==> src/rtl/axis_cpu_datapath_p_pkg.sv <==
// Shared select encodings for the axis_cpu controller and datapath.
package axis_cpu_datapath_p_pkg;

   localparam logic [2:0] A_SEL_IMM    = 3'd0;
   localparam logic [2:0] A_SEL_MEM    = 3'd1;
   localparam logic [2:0] A_SEL_ALU    = 3'd2;
   localparam logic [2:0] A_SEL_X      = 3'd3;

   localparam logic [2:0] X_SEL_IMM    = 3'd0;
   localparam logic [2:0] X_SEL_MEM    = 3'd1;
   localparam logic [2:0] X_SEL_STREAM = 3'd2;
   localparam logic [2:0] X_SEL_A      = 3'd3;

   localparam logic [1:0] PC_SEL_PLUS_1   = 2'd0;
   localparam logic [1:0] PC_SEL_PLUS_IMM = 2'd1;
   localparam logic [1:0] PC_SEL_PLUS_JMP = 2'd2;
   localparam logic [1:0] PC_SEL_HOLD     = 2'd3;

   localparam logic ALU_B_SEL_IMM = 1'b0;
   localparam logic ALU_B_SEL_X   = 1'b1;

   localparam logic REGFILE_IN_A = 1'b0;
   localparam logic REGFILE_IN_X = 1'b1;

endpackage

==> src/rtl/axis_cpu_out_reg.sv <==
// One-entry AXI-Stream holding register; full flags a beat stalled by backpressure.
module axis_cpu_out_reg #(
   parameter int DW = 32
) (
   input  logic          clk,
   input  logic          rst,
   input  logic          push,
   input  logic [DW-1:0] push_data,
   input  logic          push_last,
   output logic          full,
   output logic [DW-1:0] tdata,
   output logic          tvalid,
   output logic          tlast,
   input  logic          tready
);

   logic [DW-1:0] data_r;
   logic          valid_r;
   logic          last_r;
   logic          full_s;

   assign full_s = valid_r & ~tready;

   // Capture on push when not stalled (covers same-cycle drain and refill), else drain on handshake
   always_ff @(posedge clk or posedge rst) begin
      if (rst) begin
         data_r  <= {DW{1'b0}};
         valid_r <= 1'b0;
         last_r  <= 1'b0;
      end else if (push && !full_s) begin
         data_r  <= push_data;
         valid_r <= 1'b1;
         last_r  <= push_last;
      end else if (tready) begin
         valid_r <= 1'b0;
      end else begin
         valid_r <= valid_r;
      end
   end

   assign full   = full_s;
   assign tdata  = data_r;
   assign tvalid = valid_r;
   assign tlast  = last_r;

endmodule

==> src/rtl/sdp_lut_ram.sv <==
// Simple dual-port LUT RAM: synchronous write, asynchronous read, no reset.
module sdp_lut_ram #(
   parameter int AW = 4,
   parameter int DW = 32
) (
   input  logic          clk,
   input  logic          wr_en,
   input  logic [AW-1:0] wr_addr,
   input  logic [DW-1:0] wr_data,
   input  logic [AW-1:0] rd_addr,
   output logic [DW-1:0] rd_data
);

   logic [DW-1:0] mem_r [2**AW];

   // Write port
   always_ff @(posedge clk) begin
      if (wr_en) begin
         mem_r[wr_addr] <= wr_data;
      end
   end

   assign rd_data = mem_r[rd_addr];

endmodule

==> src/rtl/axis_cpu_datapath_p.sv <==
// Parametrised AXI-Stream CPU datapath: A/X/PC registers, regfile, imm/jump tables, stream ports.
module axis_cpu_datapath_p
   import axis_cpu_datapath_p_pkg::*;
#(
   parameter int DATA_WIDTH      = 32,
   parameter int CODE_ADDR_WIDTH = 10,
   parameter int REGFILE_AW      = 4,
   parameter int TABLE_AW        = 4,
   parameter int JMP_OFF_WIDTH   = 8
) (
   input  logic                       clk,
   input  logic                       rst,
   input  logic [2:0]                 A_sel,
   input  logic                       A_en,
   input  logic [2:0]                 X_sel,
   input  logic                       X_en,
   input  logic [1:0]                 PC_sel,
   input  logic                       PC_en,
   output logic [CODE_ADDR_WIDTH-1:0] pc,
   input  logic [CODE_ADDR_WIDTH-1:0] jmp_correction,
   input  logic                       B_sel,
   output logic [DATA_WIDTH-1:0]      alu_a,
   output logic [DATA_WIDTH-1:0]      alu_b,
   input  logic [DATA_WIDTH-1:0]      alu_out,
   input  logic [TABLE_AW-1:0]        utility_addr,
   input  logic                       imm_sel_en,
   input  logic                       jmp_sel_en,
   input  logic [REGFILE_AW-1:0]      regfile_addr,
   input  logic                       regfile_sel,
   input  logic                       regfile_wr_en,
   input  logic                       imm_wr_en,
   input  logic [TABLE_AW-1:0]        imm_wr_addr,
   input  logic [DATA_WIDTH-1:0]      imm_wr_data,
   input  logic                       jmp_wr_en,
   input  logic [TABLE_AW-1:0]        jmp_wr_addr,
   input  logic [JMP_OFF_WIDTH-1:0]   jmp_wr_data,
   input  logic [DATA_WIDTH-1:0]      din_TDATA,
   input  logic                       din_TVALID,
   input  logic                       din_TLAST,
   output logic                       din_TREADY,
   input  logic                       din_consume,
   output logic                       last,
   input  logic                       out_push,
   input  logic                       out_last,
   output logic                       out_full,
   output logic [DATA_WIDTH-1:0]      dout_TDATA,
   output logic                       dout_TVALID,
   output logic                       dout_TLAST,
   input  logic                       dout_TREADY
);

   localparam int DW  = DATA_WIDTH;
   localparam int CAW = CODE_ADDR_WIDTH;
   localparam int JOW = JMP_OFF_WIDTH;

   logic [DW-1:0]       a_r, x_r;
   logic [CAW-1:0]      pc_r, pc_next_s;
   logic                last_r;
   logic [TABLE_AW-1:0] imm_sel_r, jmp_sel_r;
   logic [DW-1:0]       imm_data_s, rf_rd_s, src_sel_s;
   logic [JOW-1:0]      jmp_off_s;
   logic [CAW-1:0]      jmp_ext_s;

   generate
      if (JOW < CAW) begin : g_sext
         assign jmp_ext_s = {{(CAW-JOW){jmp_off_s[JOW-1]}}, jmp_off_s};
      end else begin : g_trunc
         assign jmp_ext_s = jmp_off_s[CAW-1:0];
      end
   endgenerate

   assign src_sel_s = (regfile_sel == REGFILE_IN_X) ? x_r : a_r;

   sdp_lut_ram #(.AW(REGFILE_AW), .DW(DW)) u_regfile (
      .clk(clk), .wr_en(regfile_wr_en), .wr_addr(regfile_addr), .wr_data(src_sel_s),
      .rd_addr(regfile_addr), .rd_data(rf_rd_s));

   sdp_lut_ram #(.AW(TABLE_AW), .DW(DW)) u_imm_tbl (
      .clk(clk), .wr_en(imm_wr_en), .wr_addr(imm_wr_addr), .wr_data(imm_wr_data),
      .rd_addr(imm_sel_r), .rd_data(imm_data_s));

   sdp_lut_ram #(.AW(TABLE_AW), .DW(JOW)) u_jmp_tbl (
      .clk(clk), .wr_en(jmp_wr_en), .wr_addr(jmp_wr_addr), .wr_data(jmp_wr_data),
      .rd_addr(jmp_sel_r), .rd_data(jmp_off_s));

   // A accumulator load
   always_ff @(posedge clk or posedge rst) begin
      if (rst) begin
         a_r <= {DW{1'b0}};
      end else if (A_en) begin
         case (A_sel)
            A_SEL_IMM: a_r <= imm_data_s;
            A_SEL_MEM: a_r <= rf_rd_s;
            A_SEL_ALU: a_r <= alu_out;
            A_SEL_X:   a_r <= x_r;
            default:   a_r <= a_r;
         endcase
      end else begin
         a_r <= a_r;
      end
   end

   // X index register load
   always_ff @(posedge clk or posedge rst) begin
      if (rst) begin
         x_r <= {DW{1'b0}};
      end else if (X_en) begin
         case (X_sel)
            X_SEL_IMM:    x_r <= imm_data_s;
            X_SEL_MEM:    x_r <= rf_rd_s;
            X_SEL_STREAM: x_r <= din_TDATA;
            X_SEL_A:      x_r <= a_r;
            default:      x_r <= x_r;
         endcase
      end else begin
         x_r <= x_r;
      end
   end

   // TLAST of each consumed input beat
   always_ff @(posedge clk or posedge rst) begin
      if (rst) begin
         last_r <= 1'b0;
      end else if (din_consume && din_TVALID) begin
         last_r <= din_TLAST;
      end else begin
         last_r <= last_r;
      end
   end

   // Next PC; jump forms undo the controller's fetch-ahead via jmp_correction
   always_comb begin
      pc_next_s = pc_r;
      case (PC_sel)
         PC_SEL_PLUS_1:   pc_next_s = pc_r + CAW'(1);
         PC_SEL_PLUS_IMM: pc_next_s = pc_r + imm_data_s[CAW-1:0] - jmp_correction;
         PC_SEL_PLUS_JMP: pc_next_s = pc_r + jmp_ext_s - jmp_correction;
         PC_SEL_HOLD:     pc_next_s = pc_r;
         default:         pc_next_s = pc_r;
      endcase
   end

   // PC register
   always_ff @(posedge clk or posedge rst) begin
      if (rst) begin
         pc_r <= {CAW{1'b0}};
      end else if (PC_en) begin
         pc_r <= pc_next_s;
      end else begin
         pc_r <= pc_r;
      end
   end

   // Table select registers
   always_ff @(posedge clk or posedge rst) begin
      if (rst) begin
         imm_sel_r <= {TABLE_AW{1'b0}};
         jmp_sel_r <= {TABLE_AW{1'b0}};
      end else begin
         imm_sel_r <= imm_sel_en ? utility_addr : imm_sel_r;
         jmp_sel_r <= jmp_sel_en ? utility_addr : jmp_sel_r;
      end
   end

   axis_cpu_out_reg #(.DW(DW)) u_out_reg (
      .clk(clk), .rst(rst), .push(out_push), .push_data(src_sel_s), .push_last(out_last),
      .full(out_full), .tdata(dout_TDATA), .tvalid(dout_TVALID), .tlast(dout_TLAST),
      .tready(dout_TREADY));

   assign pc         = pc_r;
   assign alu_a      = a_r;
   assign alu_b      = (B_sel == ALU_B_SEL_X) ? x_r : imm_data_s;
   assign last       = last_r;
   assign din_TREADY = din_consume;

endmodule
==> config.mk <==
export PLATFORM = sky130hd
export DESIGN_NAME = axis_cpu_datapath_p
export DESIGN_NICKNAME = d
export VERILOG_FILES = /design/src/rtl/axis_cpu_datapath_p_pkg.sv /design/src/rtl/axis_cpu_out_reg.sv /design/src/rtl/sdp_lut_ram.sv /design/src/rtl/axis_cpu_datapath_p.sv
export SDC_FILE = /design/constraint.sdc
export NUM_CORES = 1
export LEC_CHECK = 0
export CORE_MARGIN = 5
export CORE_UTILIZATION = 60
export CTS_BUF_LIST = sky130_fd_sc_hd__clkbuf_16
export DETAILED_ROUTE_END_ITERATION = 10
export PLACE_DENSITY = 0.8
export SLEW_MARGIN = 25
export SYNTH_ARGS = -nofsm -noshare
export SYNTH_HDL_FRONTEND = slang
export SYNTH_SLANG_ARGS = --single-unit
==> constraint.sdc <==
create_clock -name clk -period 4.9 [get_ports clk]
set_input_delay 0.98 -clock clk [delete_from_list [all_inputs] [get_ports clk]]
set_output_delay 0.98 -clock clk [all_outputs]
set_load 0.01 [all_outputs]
==> impl_summary.log <==
[metrics] Synth Area per Inst: 20.5 sq um
[metrics] Vias: 28100
[metrics] cell family with the largest share of critical-path delay: multiplexers
[metrics] sequential fraction of design power: 0.493
[metrics] TritonCTS clock tree: yes
[metrics] Crit Path Class: flop to output port
[metrics] area of the die: 0.0925 sq mm
[metrics] setup repair after global routing missed its margin: false
[metrics] actual transition at the worst max-transition pin: 1.08 ns
[metrics] post-CTS clock slew at the launch and capture registers of the worst setup and hold paths: 0.06 ns
[metrics] cell chosen for the clock root: sky130_fd_sc_hd__clkbuf_16
[metrics] die span in y: 304 um
[metrics] commonest non-fill, non-tap cells in the layout: 1152 x sky130_fd_sc_hd__edfxtp_1, 345 x sky130_fd_sc_hd__mux4_2, 258 x sky130_fd_sc_hd__clkdlybuf4s50_1
[metrics] synth-to-layout area growth: 16.0%
[metrics] Via density: 6.81
[metrics] cell type of the slowest stage on the worst timing path: sky130_fd_sc_hd__dfrtp_4
[metrics] number of remaining DRC errors: 0
[metrics] 1st-pass router iterations: 5
[metrics] post-layout instance count excluding filler cells: 4134
[metrics] global-route wire length before repair: 200000 um
[metrics] DP Cell Count: 3897
[metrics] share of total power in combinational logic: 0.172
[metrics] aggregate global-route resource usage: 0.296
[metrics] most numerous cell on the critical path: sky130_fd_sc_hd__mux4_2
[metrics] Warnings, synthesis: 0
[metrics] overall power: 26.1 mW
[metrics] worst stage delay on the critical path: 0.77 ns
[metrics] worst reg2reg path depth: 14
[metrics] cell area after synthesis: 0.0519 sq mm
[metrics] Crit path depth: 5
[metrics] Max Transition Viols Final: 0
[metrics] number of nets at the end of the flow: 3077
[metrics] fraction of post-synthesis cell area in the top cell type by area: 0.667
[metrics] worst voltage drop across the vdd grid: 0.335 mV
[metrics] fin area: 0.0602 sq mm
[metrics] Buffers & Inverters on Critical Path: 2
[metrics] required time of the critical path: 3.92 ns
[metrics] Clk Latency, worst-skew pair: 0.69 ns
[metrics] number of clock sinks: 1269
[metrics] Post-DP Area: 0.0564 sq mm
[metrics] maximum number of pins on one net before global-route repair: 77
[metrics] filler instances: 4889
[metrics] number of nets with antenna violations after routing: 0
[metrics] CTS H-tree lvls: 3
[metrics] Internal Power: 19.3 mW
[metrics] Row Count: 107
[metrics] arrival time of the worst setup path: 3.82 ns
[metrics] number of buffers added on ports: 266
[metrics] Post-Route WL: 138000 um
[metrics] routed wirelength normalized by instance count: 33.3 um
[metrics] antenna violations before repair: 14
[metrics] layout cells sized above 1: 0.253
[metrics] count of flip-flops with a built-in enable after synthesis: 1152
[metrics] Power Dens Cells: 433 mW/mm^2
[metrics] overall die width: 304 um
[metrics] worst-path cell chain: buf_4 -> mux4_2 -> mux4_2 -> mux2_2 -> clkdlybuf4s50_1
[metrics] predominant post-synthesis flop cell: sky130_fd_sc_hd__edfxtp_1
[metrics] portion of total power attributed to the clock network: 0.335
[metrics] total negative slack: 0 ns
[metrics] overflow left after global routing: 0
[metrics] setup clock skew after layout: 0.0207 ns
[metrics] net switching share of the total power: 0.260
[metrics] CTS-repair resized insts: 0
[metrics] number of buffers on the longest clock path: 3
[metrics] top post-synthesis cells by area: sky130_fd_sc_hd__edfxtp_1 67%, sky130_fd_sc_hd__mux4_2 15%, sky130_fd_sc_hd__dfrtp_1 5.6%
[metrics] highest fanout seen on the critical path: 28
[metrics] Std-Cell Core Area: 0.0855 sq mm
[metrics] Leakage Power: 20.3 nW
[metrics] headroom to the max-slew limit: 0.277
[metrics] worst slack on hold paths: 0.504 ns
[metrics] NetSw: 6.78 mW
[metrics] number of instances in the synthesized netlist: 2536
[metrics] run status: complete, no violations
[metrics] fraction of the yosys area taken by sequential cells: 0.723
[metrics] Synthesized Nets: 2734
[metrics] Min-Delay Path Class: flop to flop
[metrics] clock period minus worst slack: 4.80 ns
[metrics] CP Capture Type: output port
[metrics] fraction of the cycle the final worst path needs: 0.980
[metrics] CTS buffer count: 120
[metrics] total I/O pin count: 267
[metrics] CP Launch Type: flop
[metrics] routability congestion estimate from global placement: 0.900
[metrics] WHS Path Cells: 1
[metrics] drt initial violations: 4215
[metrics] cell type with the highest aggregate area in the netlist: sky130_fd_sc_hd__edfxtp_1
[metrics] via count of the first global-routing pass: 29300
[metrics] final hold vios: 0
[metrics] asr flop ratio synth: 0.0922
[metrics] maximum clock frequency: 0.208 GHz
[metrics] half-perimeter wire length after placement: 78900 um
[metrics] Synth Register Bits: 1269
[metrics] max capacitance violation total: 0
[metrics] initial cell density of the core: 0.607
[metrics] final setup fails: 0
[metrics] most frequent standard cell in the layout excluding fill and tap cells: sky130_fd_sc_hd__edfxtp_1
[metrics] count of cell types in the netlist: 50
-- stage by stage --
step | utilization | setup slack (ns)
6_report | 0.703 | 0.100
5_1_grt | 0.703 | 0.0177
4_1_cts | 0.703 | 0.0532
3_5_place_dp | 0.659 | 0.465
3_3_place_gp | 0.659 | 0.567
2_1_floorplan | - | 0.243
-- worst register-to-register path: cells and delay by family, from the launching register on --
kind | cells | cell delay, ns
AO/OA/AOI/OAI | 5 | 1.07
adder cells (fa/ha/maj) | 2 | 0.68
buffers and inverters | 3 | 0.42
flip-flops | 1 | 0.64
multiplexers | 2 | 1.14
AND/OR/NAND/NOR | 2 | 0.24
-- kinds of logic after synthesis --
group / Yosys count / synth area share
AND/OR/NAND/NOR: 218 / 0.0196
buffers and inverters: 204 / 0.0183
XOR/XNOR: 15 / 0.00253
multiplexers: 586 / 0.203
adder cells (fa/ha/maj): 42 / 0.0127
flip-flops: 1269 / 0.723
AO/OA/AOI/OAI: 202 / 0.0210
-- cell usage after synthesis (18+ instances only) --
cell                       instances
sky130_fd_sc_hd__clkbuf_1         70
sky130_fd_sc_hd__buf_1            31
sky130_fd_sc_hd__dfrtp_1         117
sky130_fd_sc_hd__ha_1             24
sky130_fd_sc_hd__nor2_1          103
sky130_fd_sc_hd__edfxtp_1       1152
sky130_fd_sc_hd__nor3_1           19
sky130_fd_sc_hd__o21ai_1          75
sky130_fd_sc_hd__inv_1            60
sky130_fd_sc_hd__nand2_1          32
sky130_fd_sc_hd__mux4_2          345
sky130_fd_sc_hd__mux2i_1         130
sky130_fd_sc_hd__a21oi_1          83
sky130_fd_sc_hd__fa_1             18
sky130_fd_sc_hd__mux2_2           98
-- layer usage --
layer,share of wire,vias to the layer above,global-route usage
li1,-,11100,-
met1,0.34,14500,0.395
met2,0.50,2153,0.489
met3,0.12,401,0.0697
met4,0.038,14,0.103
met5,0.00069,-,0
-- sequential cells by signal, summed over array words and instances, names as in the netlist --
| signal | cells |
|---|---|
| u_jmp_tbl.mem_r | 128 |
| u_out_reg.tvalid | 1 |
| x_r | 32 |
| last | 1 |
| u_out_reg.tdata | 32 |
| jmp_sel_r | 4 |
| alu_a | 32 |
| u_out_reg.tlast | 1 |
| u_imm_tbl.mem_r | 512 |
| pc | 10 |
| imm_sel_r | 4 |
| u_regfile.mem_r | 512 |
-- area by class of cell --
class / count / area, sq um / area share
Tap cell: 1144 / 1430 / 0.0238
Timing Repair Buffer: 356 / 3580 / 0.0595
Sequential cell: 1269 / 37500 / 0.624
Antenna cell: 5 / 12.5 / 0.000208
Clock inverter: 107 / 674 / 0.0112
Inverter: 69 / 264 / 0.00439
Multi-Input combinational cell: 1063 / 13700 / 0.227
Clock buffer: 121 / 3030 / 0.0503
-- power by group through the flow --
stage	Combinational (mW)	Clock [mW]	Sequential [mW]
final	4.47	8.74	12.9
after global routing	4.79	9.33	12.9
after CTS	4.41	8.80	12.9
after detailed placement	4.32	0	13.1
after global placement	4.16	0	13.1
after floorplan	2.64	0	13.0
-- what timing repair did --
item	CTS	global route
hold endpoints to repair	0	0
endpoints found under the setup margin	22	3
hold buffers	0	0
buffers inserted	2	1
-- final timing paths --
| path | from | to | slack [ns] |
|---|---|---|---|
| max | imm_sel_r[1]$_DFFE_PP0P_ | alu_b[12] | 0.1 |
| min | u_out_reg.tdata[13]$_DFFE_PP0P_ | u_out_reg.tdata[13]$_DFFE_PP0P_ | 0.50 |
| max reg2reg | imm_sel_r[0]$_DFFE_PP0P_ | pc[6]$_DFFE_PP0P_ | 0.61 |
| min reg2reg | u_out_reg.tdata[13]$_DFFE_PP0P_ | u_out_reg.tdata[13]$_DFFE_PP0P_ | 0.50 |
| max in group asynchronous | rst | x_r[14]$_DFFE_PP0P_ | 3.11 |
| min in group asynchronous | rst | u_out_reg.tdata[4]$_DFFE_PP0P_ | 0.79 |
Power figures use the tool's default switching activity.
